[src/rtl/fifo_mst_sched.sv]
// rtl/fifo_mst_sched.sv - round-robin FT600 multi-channel bus scheduler for fifo_mst_fsm
module fifo_mst_sched #(
  parameter int NUM_CH  = 4,
  parameter int GAP_CYC = 3,
  parameter int TMO_CYC = 1024
) (
  input  logic              fifoClk,
  input  logic              fifoRstn,
  input  logic [NUM_CH-1:0] ch_en,
  input  logic [NUM_CH-1:0] slv_rxf_n,
  input  logic [NUM_CH-1:0] slv_txe_n,
  input  logic [NUM_CH-1:0] ep_full,
  input  logic [NUM_CH-1:0] ep_empty,
  input  logic              mem_rdy,
  input  logic              idle_st,
  input  logic              clr_err,
  output logic              grant,
  output logic              m_rd_wr,
  output logic [2:0]        t_ep_num,
  output logic              sched_busy,
  output logic              abort_pls,
  output logic              tmo_err
);

  localparam int NSLOT = 2 * NUM_CH;

  typedef enum logic [2:0] {S_IDLE, S_ARB, S_GRANT, S_BUSY, S_GAP} state_t;

  state_t      state_q, state_d;
  logic [2:0]  slot_q, slot_d;
  logic [2:0]  rr_q, rr_d;
  logic [3:0]  gap_q, gap_d;
  logic [15:0] wdog_q, wdog_d;
  logic [2:0]  ep_q, ep_d;
  logic        rw_q, rw_d;
  logic        abort_q, abort_d;
  logic        tmo_q, tmo_d;

  logic [NSLOT-1:0] req;
  logic [2:0]       win;
  logic [2:0]       idx;
  logic             found;

  // Even slots are master writes, odd slots master reads, for the same channel.
  always_comb begin
    req = '0;
    for (int i = 0; i < NUM_CH; i++) begin
      req[2*i]   = ch_en[i] & ~slv_txe_n[i] & ~ep_empty[i];
      req[2*i+1] = ch_en[i] & ~slv_rxf_n[i] & ~ep_full[i];
    end
  end

  always_comb begin
    win   = rr_q;
    idx   = rr_q;
    found = 1'b0;
    for (int k = 0; k < NSLOT; k++) begin
      idx = rr_q + 3'(k);
      if (!found && req[idx]) begin
        win   = idx;
        found = 1'b1;
      end
    end
  end

  always_comb begin
    state_d = state_q;
    slot_d  = slot_q;
    rr_d    = rr_q;
    gap_d   = gap_q;
    wdog_d  = wdog_q;
    ep_d    = ep_q;
    rw_d    = rw_q;
    abort_d = 1'b0;
    tmo_d   = tmo_q;

    case (state_q)
      S_IDLE: begin
        if (mem_rdy && idle_st && (|req)) begin
          slot_d  = win;
          rw_d    = win[0];
          ep_d    = {1'b0, win[2:1]} + 3'd1;
          state_d = S_ARB;
        end
      end
      S_ARB: state_d = S_GRANT;
      S_GRANT: begin
        // Acceptance by the FSM takes priority over a withdrawn request.
        if (!idle_st) begin
          rr_d    = slot_q + 3'd1;
          wdog_d  = '0;
          state_d = S_BUSY;
        end else if (!req[slot_q]) begin
          abort_d = 1'b1;
          gap_d   = '0;
          state_d = S_GAP;
        end
      end
      S_BUSY: begin
        if (idle_st) begin
          gap_d   = '0;
          state_d = S_GAP;
        end else if (wdog_q != 16'(TMO_CYC - 1)) begin
          wdog_d = wdog_q + 16'd1;
        end
      end
      S_GAP: begin
        if (gap_q == 4'(GAP_CYC - 1)) begin
          ep_d    = '0;
          rw_d    = 1'b0;
          state_d = S_IDLE;
        end else begin
          gap_d = gap_q + 4'd1;
        end
      end
      default: state_d = S_IDLE;
    endcase

    if (clr_err) tmo_d = 1'b0;
    if (state_q == S_BUSY && wdog_q == 16'(TMO_CYC - 1)) tmo_d = 1'b1;
  end

  always_ff @(posedge fifoClk or negedge fifoRstn) begin
    if (!fifoRstn) begin
      state_q <= S_IDLE;
      slot_q  <= '0;
      rr_q    <= '0;
      gap_q   <= '0;
      wdog_q  <= '0;
      ep_q    <= '0;
      rw_q    <= 1'b0;
      abort_q <= 1'b0;
      tmo_q   <= 1'b0;
    end else begin
      state_q <= state_d;
      slot_q  <= slot_d;
      rr_q    <= rr_d;
      gap_q   <= gap_d;
      wdog_q  <= wdog_d;
      ep_q    <= ep_d;
      rw_q    <= rw_d;
      abort_q <= abort_d;
      tmo_q   <= tmo_d;
    end
  end

  assign grant      = (state_q == S_GRANT);
  assign sched_busy = (state_q != S_IDLE);
  assign m_rd_wr    = rw_q;
  assign t_ep_num   = ep_q;
  assign abort_pls  = abort_q;
  assign tmo_err    = tmo_q;

endmodule

[config.mk]
export PLATFORM = sky130hd
export DESIGN_NAME = fifo_mst_sched
export DESIGN_NICKNAME = d
export VERILOG_FILES = /design/src/rtl/fifo_mst_sched.sv
export SDC_FILE = /design/constraint.sdc
export NUM_CORES = 1
export LEC_CHECK = 0
export ABC_AREA = 1
export CELL_PAD_IN_SITES_DETAIL_PLACEMENT = 1
export CELL_PAD_IN_SITES_GLOBAL_PLACEMENT = 1
export CORE_MARGIN = 3
export CORE_UTILIZATION = 44
export DETAILED_ROUTE_END_ITERATION = 10
export PLACE_DENSITY = 0.85
export SLEW_MARGIN = 20
export SYNTH_ARGS = -nofsm -noshare
export SYNTH_HDL_FRONTEND = slang
export SYNTH_SLANG_ARGS = --single-unit
[constraint.sdc]
create_clock -name fifoClk -period 7.2 [get_ports fifoClk]
set_input_delay 1.44 -clock fifoClk [delete_from_list [all_inputs] [get_ports fifoClk]]
set_output_delay 1.44 -clock fifoClk [all_outputs]
set_load 0.005 [all_outputs]
# After elaboration in Yosys (flattened, before gate mapping)
# Index checks and enable logic that the tools add are counted.
[classes]
add_sub_neg = 11
n_bitwise = 33
order_cmp = 9
n_reduce_logical = 30
n_mux = 57
eq_ne = 17
[op_table]
columns = ["cell", "n"]
rows = [
  ["$mux W16", 3],
  ["$mux W3", 13],
  ["$lt A3 B4 Y1 const B", 9],
  ["$pmux W16 S2", 1],
  ["$bmux W1 S3", 9],
  ["$mux W1", 23],
  ["$ne A2 B2 Y1 const B", 9],
  ["$not A1 Y1", 17],
  ["$add A16 B1 Y16 const B", 1],
  ["$and A1 B1 Y1", 16],
  ["$eq A16 B10 Y1 const B", 1],
  ["$mux W4", 4],
  ["$ne A16 B10 Y1 const B", 1],
  ["$pmux W3 S5", 1],
  ["$add A3 B3 Y3 const B", 4],
  ["$pmux W4 S3", 1],
  ["$logic_and A1 B1 Y1", 10],
  ["$reduce_and A4 Y1", 2],
  ["$reduce_or A8 Y1", 1],
  ["$logic_not A1 Y1", 7],
  ["$add A3 B1 Y3 const B", 2],
  ["$add A3 B2 Y3 const B", 2],
  ["$eq A3 B2 Y1 const B", 2],
  ["$pmux W3 S2", 1],
  ["13 further kinds", 17],
]
[totals]
wordCells = 166
in_bits = 25
output_inout_bits = 8
regBits = 35

# Logic depth before layout (Yosys ltp)
# Gate-level depths: netlist of run 1.
[logic_depth]
depth_word = 30
depth_mapped = 22
mapped_depth_nobuf = 20

# Worst setup path after synthesis of run 1
# No wires, ideal clock.
[synth_path]
kind = "in2reg"
startpoint = "in ep_empty[2]"
endpoint = "reg ep_q[1] (netlist: t_ep_num[1])"
path_buffers = 0
t_required_ns = 7.083
setup_slack_ns = 4.207
setup_time_ns = 0.117
arrival_ns = 2.875
cell_stages = 13
path_cell_list = "inv_1 -> nand3_1 -> nand2_1 -> nand2_1 -> o21ai_1 -> nor2_1 -> or3_4 -> nor3_4 -> nand2_1 -> nand2_2 -> nand3_2 -> nand3_1 -> nand2_1"
[synth_between]
elab_chain_len = 29
word_cells_on_any_way = 53
classes_between = "1 x add/sub; 1 x eq/ne; 32 x mux; 2 x bitwise; 17 x reduce/logical"
[synth_lines]
columns = ["element", "line_no", "source"]
rows = [
  ["from (decl)", "13", "input logic [NUM_CH-1:0] ep_empty,"],
  ["$not A1 Y1 (*)", "48", "req[2*i] = ch_en[i] & ~slv_txe_n[i] & ~ep_empty[i];"],
  ["$and A1 B1 Y1 (*)", "48", ""],
  ["$bmux W1 S3", "59", "if (!found && req[idx]) begin"],
  ["$mux W1 (implied by the code)", "59", ""],
  ["$mux W1", "59", ""],
  ["$logic_not A1 Y1", "59", ""],
  ["$logic_and A1 B1 Y1", "59", ""],
  ["$mux W1", "59", ""],
  ["[... 13 more ...]", "-", ""],
  ["$logic_and A1 B1 Y1", "59", ""],
  ["$mux W1", "59", ""],
  ["$logic_not A1 Y1", "59", ""],
  ["$logic_and A1 B1 Y1", "59", ""],
  ["$mux W3", "59", ""],
  ["$add A2 B1 Y3", "82", "ep_d = {1'b0, win[2:1]} + 3'd1;"],
  ["$mux W3", "79", "if (mem_rdy && idle_st && (|req)) begin"],
  ["$pmux W3 S2", "77", "case (state_q)"],
  ["to (signal assigned)", "140", "ep_q <= ep_d;"],
  ["to (decl)", "34", "logic [2:0] ep_q, ep_d;"],
]
# Every way passes the cells marked *; elsewhere a longest branch is shown, timed or not. The select of a mux whose other input is x is not followed.
# A chain may end at the register's enable or synchronous reset.

# Worst setup path after layout of run 1
[layout_path]
startpoint = "in ch_en[0]"
endpoint = "reg slot_q[1]"
[layout_between]
elab_chain_len = 26
word_cells_on_any_way = 51
classes_between = "30 x mux; 4 x bitwise; 17 x reduce/logical"
[layout_lines]
columns = ["element", "line_no", "source"]
rows = [
  ["from (decl)", "9", "input logic [NUM_CH-1:0] ch_en,"],
  ["$and A1 B1 Y1 (on tied branches) (2 in a row)", "48, 49", ""],
  ["$bmux W1 S3", "59", ""],
  ["$mux W1 (implied by the code)", "59", ""],
  ["$mux W1", "59", ""],
  ["$logic_not A1 Y1", "59", ""],
  ["$logic_and A1 B1 Y1", "59", ""],
  ["$mux W1", "59", ""],
  ["$logic_not A1 Y1", "59", ""],
  ["[... 9 more ...]", "-", ""],
  ["$logic_and A1 B1 Y1", "59", ""],
  ["$mux W1", "59", ""],
  ["$logic_not A1 Y1", "59", ""],
  ["$logic_and A1 B1 Y1", "59", ""],
  ["$mux W1", "59", ""],
  ["$logic_not A1 Y1", "59", ""],
  ["$logic_and A1 B1 Y1", "59", ""],
  ["$mux W3", "59", ""],
  ["to (signal assigned)", "136", "slot_q <= slot_d;"],
  ["to (decl)", "30", "logic [2:0] slot_q, slot_d;"],
]
# Several ways; a longest one is shown, not always the timed one. The select of a mux whose other input is x is not followed.

==> summary.txt, run 1 <==
Outcome
  – Run status: finished, final reports clean

Yosys
  – Number of warnings printed during yosys synthesis: 0
  – Number of enable-type register cells in the synthesized netlist: 0
  – Register area share after synthesis: 31.8%
  – Mapped Nets: 431
  – Share of the synthesized area in the top cell type: 31.8%
  – Number of unique standard cell types used by synthesis: 39
  – Area contributors post-synth: dfrtp_1 32%, nand2_1 13%, nand3_1 12%, inv_1 7.8%, o21ai_0 4.2%
  – Flop and latch count out of synthesis: 35
  – Dominant synthesized flop cell: dfrtp_1
  – Most repeated cell in the gate-level netlist after synthesis: nand2_1
  – Fraction of registers with async set/reset: 100%
  – Mapped cell area: 0.00276 mm^2
  – Top cells by count, synth: 94 x nand2_1, 65 x nand3_1, 57 x inv_1
  – Cell type contributing the most total cell area after synthesis: dfrtp_1
  – Average size of a mapped cell: 6.89 um^2
  – Cell count after synthesis: 400

Critical path
  – Maximum net fanout on the critical path: 6
  – Worst R2R Setup Slack: 4140 ps
  – Stage delay of the slowest cell on the critical path: 530 ps
  – Start point of the critical path: ch_en[0]
  – Most frequent cell on the critical path: nand2_1
  – Cell type of the slowest stage on the worst timing path: clkdlybuf4s50_1
  – Reg-to-reg startpoint: rr_q[0]
  – Setup crit end kind: flop
  – Data arrival, critical path: 3700 ps
  – Cell-by-cell listing of the critical path: clkdlybuf4s50_1 > nand3_1 > nand2_1 > nand3_1 > nand2_1 > nor2_1 > or3_4 > nor3_4 > nor2_1 > nand2_1 > nand2_2 > nand2_1 > o21ai_0
  – Worst setup path class: input pin to flop
  – Type of origin of the critical path: input pin
  – CP required: 7350 ps

Clocking
  – Clock tree root driver cell: clkbuf_8
  – Skew-Pair Late Insertion Delay: 290 ps
  – Post-CTS clock slew at the launch and capture registers of the worst setup and hold paths: 70 ps
  – TritonCTS clock tree: done
  – Number of clock sinks: 35
  – Cts bufs inserted: 5
  – Hold-fix buffer count after cts: 0
  – # Post-CTS Setup Buffers: 0
  – H-tree levels: 2
  – Buffer depth of the longest clock path: 2
  – Resized Gates After CTS: 0

Pwr
  – Pint: 681 uW
  – Pwr dens: 446 mW/mm^2
  – Part of the power in registers: 23.9%
  – Clk network pwr share: 12.5%
  – Combinational Power Share: 63.6%
  – Peak supply drop: 279 uV
  – Leak: 0.00156 uW
  – Net Sw Frac: 52.8%
  – Total power after layout: 1440 uW
  – Switching power summed over all nets: 760 uW

Final layout
  – Post-layout net count: 463
  – Antenna Diode Count: 0
  – Fraction of final layout cells with drive strength greater than 1: 10.6%
  – Syn-to-layout area delta: 17.2%

Worst hold path
  – Hold path startpoint: m_rd_wr
  – HP Class: flop to flop

STA
  – Worst Clk Skew: 8.93 ps
  – Hold Vio Cnt, Final: 0
  – Max-slew violation count: 0
  – Highest achievable clock rate: 281 MHz
  – Slew of the pin with the lowest slew margin: 578 ps
  – Worst relative slew slack: 61.5%
  – Count of final setup violators: 0
  – Fin crit share: 49.3%
  – Setup TNS: 0 ps
  – RSZ-0062 raised after global routing: no
  – Min Tclk post-route: 3550 ps

GRT
  – Vias in the first global route: 2961
  – Pin count of the biggest net entering global routing: 36
  – Total overflow reported by the global router: 0
  – Antenna violations before repair: 0
  – Global router's overall resource usage: 23.3%
  – First-pass GRT wire length: 13.6 mm

Floorplanning
  – Initial standard-cell utilization of the core: 46.0%
  – Top-level port count: 33
  – Total Die Area: 0.00725 mm^2
  – Placement row count: 28
  – Floorplan die width: 85.1 um
  – Core Region: 0.00599 mm^2
  – Die Ht: 85.1 um

Place
  – Gpl congestion: 0.846
  – Port bufs: 32
  – HPWL after detailed placement: 6.21 mm

Route
  – Vias: 2747
  – Detail-routed via count per cell: 5.41
  – DRT iter0 DRCs: 82
  – Final antenna-violating net count: 0
  – Remaining routing DRC violations: 0
  – 1st-pass router iterations: 4
  – Routed wirelength normalized by instance count: 15.5 um
  – Sum of routed wire length over all layers: 7.87 mm

Run
  – Number of violations of the max-capacitance limit: 0
==> worst max-delay path: cells and delay by family <==
| family | cells | cell delay [ps] |
|---|---|---|
| and+or+nand+nor | 11 | 1650 |
| buffers and inverters | 1 | 530 |
| AOI/OAI and AO/OA | 1 | 90 |
==> layout make-up <==
type,instances,area (um^2)
fillers,792,2760
well taps,75,93.8
inverters,67,253
repair buffers,33,328
multi-input cells,290,1570
flip-flops and latches,35,876
clock buffers,5,68.8
clock inverters,3,43.8
==> registers in the layout (all words and copies together) (netlist names) <==
name / count
abort_pls: 1
gap_q: 4
m_rd_wr: 1
rr_q: 3
slot_q: 3
state_q: 3
t_ep_num: 3
tmo_err: 1
wdog_q: 16
==> layout by cell type, fill, tap and decap left out, drive strengths merged, types with 4 or more instances in the layout <==
cell type	instances
a21oi	12
clkbuf	5
clkdlybuf4s50	32
clkinv	4
dfrtp	35
ha	6
inv	65
nand2	99
nand3	70
nand4	12
nor2	39
nor3	5
o21ai	28
o22ai	5
xor2	4
==> final timing paths <==
kind                       cells after the start   endpoint
max reg2reg                                   15  slot_q[1]
min reg2reg                                    2    m_rd_wr
min in group asynchronous                      2   gap_q[3]
max in group asynchronous                      2    rr_q[0]
max                                           13  slot_q[1]
min                                            2    m_rd_wr
==> cell families after synthesis <==
family	synth area share [%]
AND/OR/NAND/NOR	40.6
buffers and inverters	11.4
AO/OA/AOI/OAI	10.2
XOR/XNOR	3.22
flip-flops	31.8
adder cells (fa/ha/maj)	2.72
==> per-stage QoR <==
step | setup slack (ps) | std cells | hold slack [ps] | cell area [um^2] | util [%]
after floorplan | 4210 | 400 | 473 | 2760 | -
after global placement | 3450 | 500 | 468 | 3120 | 52.0
after detailed placement | 3360 | 500 | 477 | 3120 | 52.0
after CTS | 3660 | 508 | 497 | 3230 | 53.9
final | 3650 | 508 | 491 | 3230 | 53.9
after global routing | 3430 | 508 | 528 | 3230 | 53.9
==> power groups by stage <==
stage / Sequential, uW / Combinational [uW] / Clock [uW]
after floorplan: 304 / 737 / 0
after global placement: 343 / 886 / 0
after CTS: 343 / 925 / 181
after global routing: 353 / 1050 / 192
final: 344 / 917 / 180
after detailed placement: 347 / 916 / 0
==> routing by layer <==
metal	wire length [um]	vias up	track usage, %
li1	-	1373	-
met1	3450	1337	27.8
met2	4140	26	42.7
met3	127	11	2.72
met4	155	0	8.06
met5	0	-	0
(Power assumes the default switching activity.)
==> run 2, diff against run 1 <==
CORE_UTILIZATION = 36   (was 44)
PLACE_DENSITY = 0.74   (was 0.85)
clock period = 3 ns   (was 7.2 ns; I/O delays follow)
==> run 2 against run 1 <==
Compared with the run above: die area rose by 21%; first-iteration DRC count fell by 35%; utilization fell by 9.3 points; non-clock buffer count rose by 7; global-route usage fell by 4.6 points; final area rose by 1.3%; clock skew fell by 5.6 ps; via count fell by 1.6%.
==> summary.txt, run 2 (synthesis results as in run 1) <==
Outcome
  – Run status: finished, final reports clean

Clocking
  – Post-CTS clock slew at the launch and capture registers of the worst setup and hold paths: 60 ps
  – Number of clock sinks: 35
  – # Post-CTS Setup Buffers: 0
  – Hold-fix buffer count after cts: 0
  – Cts bufs inserted: 5
  – Clock tree root driver cell: clkbuf_8
  – Skew-Pair Late Insertion Delay: 280 ps
  – TritonCTS clock tree: done
  – H-tree levels: 2
  – Resized Gates After CTS: 0
  – Buffer depth of the longest clock path: 2

Critical path
  – Setup crit end kind: flop
  – Type of origin of the critical path: input pin
  – Data arrival, critical path: 2870 ps
  – Cell-by-cell listing of the critical path: clkdlybuf4s50_1 > nand3_1 > nand2_1 > nand2_1 > o21ai_1 > nor2_1 > or3_4 > nor3_4 > nor2_1 > nand2_1 > nand2_2 > inv_1 > nand2_1 > nand3_1 > nand2_1
  – CP required: 3170 ps
  – Most frequent cell on the critical path: nand2_1
  – Maximum net fanout on the critical path: 6
  – Worst setup path class: input pin to flop
  – Termination of the worst setup path: t_ep_num[1]
  – R2R depth: 17
  – Worst R2R Setup Slack: 390 ps
  – Start point of the critical path: ch_en[2]
  – Stage delay of the slowest cell on the critical path: 520 ps
  – Reg-to-reg startpoint: rr_q[1]
  – Destination of the worst register-to-register timing path: t_ep_num[1]
  – Cell type of the slowest stage on the worst timing path: clkdlybuf4s50_1

Final layout
  – Most frequent cells in the layout: 94 x nand2_1, 65 x nand3_1, 57 x inv_1
  – Commonest non-fill, non-tap cell in the layout: nand2_1
  – Post-route cell area: 0.00327 mm^2
  – Fraction of final layout cells with drive strength greater than 1: 11.4%
  – Biggest registers after layout: wdog_q x16, gap_q x4
  – Syn-to-layout area delta: 18.7%
  – Antenna Diode Count: 0
  – Largest register FFs: 16
  – Register ranked first by flip-flop count: wdog_q
  – Area of the multi-input gates: 0.00157 mm^2
  – Register area: 876 um^2
  – Filler Cells Inserted: 981
  – Post-layout net count: 470

STA
  – Min Tclk post-route: 2710 ps
  – RSZ-0062 raised after global routing: no
  – Worst hold slack: 485 ps
  – Max-slew violation count: 0
  – Slew of the pin with the lowest slew margin: 582 ps
  – Highest achievable clock rate: 370 MHz
  – Count of final setup violators: 0
  – Fin crit share: 90.2%
  – Worst relative slew slack: 61.2%
  – Worst Clk Skew: 3.31 ps
  – Setup TNS: 0 ps
  – Hold Vio Cnt, Final: 0

Pwr
  – Switching power summed over all nets: 1820 uW
  – Combinational Power Share: 68.3%
  – Peak supply drop: 525 uV
  – Pwr dens: 1050 mW/mm^2
  – Leak: 0.00158 uW
  – Pint: 1610 uW
  – Part of the power in registers: 22.7%
  – Clk network pwr share: 9.0%
  – Net Sw Frac: 53.0%

Route
  – Remaining routing DRC violations: 0
  – DRT iter0 DRCs: 53
  – Routed wirelength normalized by instance count: 13.7 um
  – Vias: 2702
  – Final antenna-violating net count: 0
  – 1st-pass router iterations: 4
  – Sum of routed wire length over all layers: 7.38 mm
  – Detail-routed via count per cell: 5.03

Floorplanning
  – Floorplan die width: 93.5 um
  – Die Ht: 93.5 um
  – Total Die Area: 0.00874 mm^2
  – Core Region: 0.00733 mm^2
  – Top-level port count: 33
  – Initial standard-cell utilization of the core: 37.6%
  – Placement row count: 31

GRT
  – Total overflow reported by the global router: 0
  – Global router's overall resource usage: 18.7%
  – Met1 Resource Use GR: 22.5%
  – Highest-utilization routing layer at the global route stage: met2
  – Pin count of the biggest net entering global routing: 36
  – Vias in the first global route: 2869
  – GR met2 Demand/Resource: 34.7%
  – Grt met3 use: 2.17%
  – Antenna violations before repair: 0
  – First-pass GRT wire length: 13.2 mm

Place
  – Gpl congestion: 0.853
  – HPWL after detailed placement: 6.05 mm
  – Port bufs: 32
  – Post-place instance area: 0.00320 mm^2

Worst hold path
  – HP Class: flop to flop

Run
  – Number of violations of the max-capacitance limit: 0
-- run 2: layout make-up --
class | instances | share of cell area, %
Tap cell | 99 | 3.79
Clock buffer | 6 | 2.22
Timing Repair Buffer | 40 | 11.6
Sequential cell | 35 | 26.8
Inverter | 67 | 7.73
Multi-Input combinational cell | 290 | 47.9
-- run 2: power by group through the flow --
| stage | logic, uW | clock network, uW | registers, uW |
|---|---|---|---|
| after floorplan | 1770 | 0 | 730 |
| after global placement | 2290 | 0 | 784 |
| after detailed placement | 2360 | 0 | 788 |
| after CTS | 2370 | 323 | 782 |
| after global routing | 2680 | 340 | 805 |
| final | 2340 | 309 | 777 |
-- run 2: per-layer routing --
layer | wire length, um | vias up
li1 | - | 1379
met1 | 3240 | 1279
met2 | 3860 | 38
met3 | 201 | 6
met4 | 89 | 0
met5 | 0 | -
-- run 2: through the flow --
step / setup slack, ps / power (uW) / utilization [%] / instances
4_1_cts: 281 / 3470 / 44.6 / 537
5_1_grt: 45.5 / 3830 / 44.6 / 537
3_3_place_gp: 44.3 / 3080 / 43.6 / 531
3_5_place_dp: -17.9 / 3150 / 43.6 / 531
2_1_floorplan: 552 / 2500 / - / 400
6_report: 294 / 3430 / 44.6 / 537
-- run 2: how the worst min path moves through the flow --
| stage | startpoint | end | cells past startpoint |
|---|---|---|---|
| after global placement | t_ep_num[1] | t_ep_num[1] | 2 |
| after detailed placement | m_rd_wr | m_rd_wr | 2 |
| final | m_rd_wr | m_rd_wr | 2 |
| after floorplan | fifoRstn | abort_pls | 0 |
| after CTS | m_rd_wr | m_rd_wr | 2 |
| after global routing | t_ep_num[2] | t_ep_num[2] | 2 |
-- run 2: critical path: cells and delay by family --
kind	cells	cell delay [ps]
simple gates	12	1480
compound gates	1	220
buf+inv	2	570
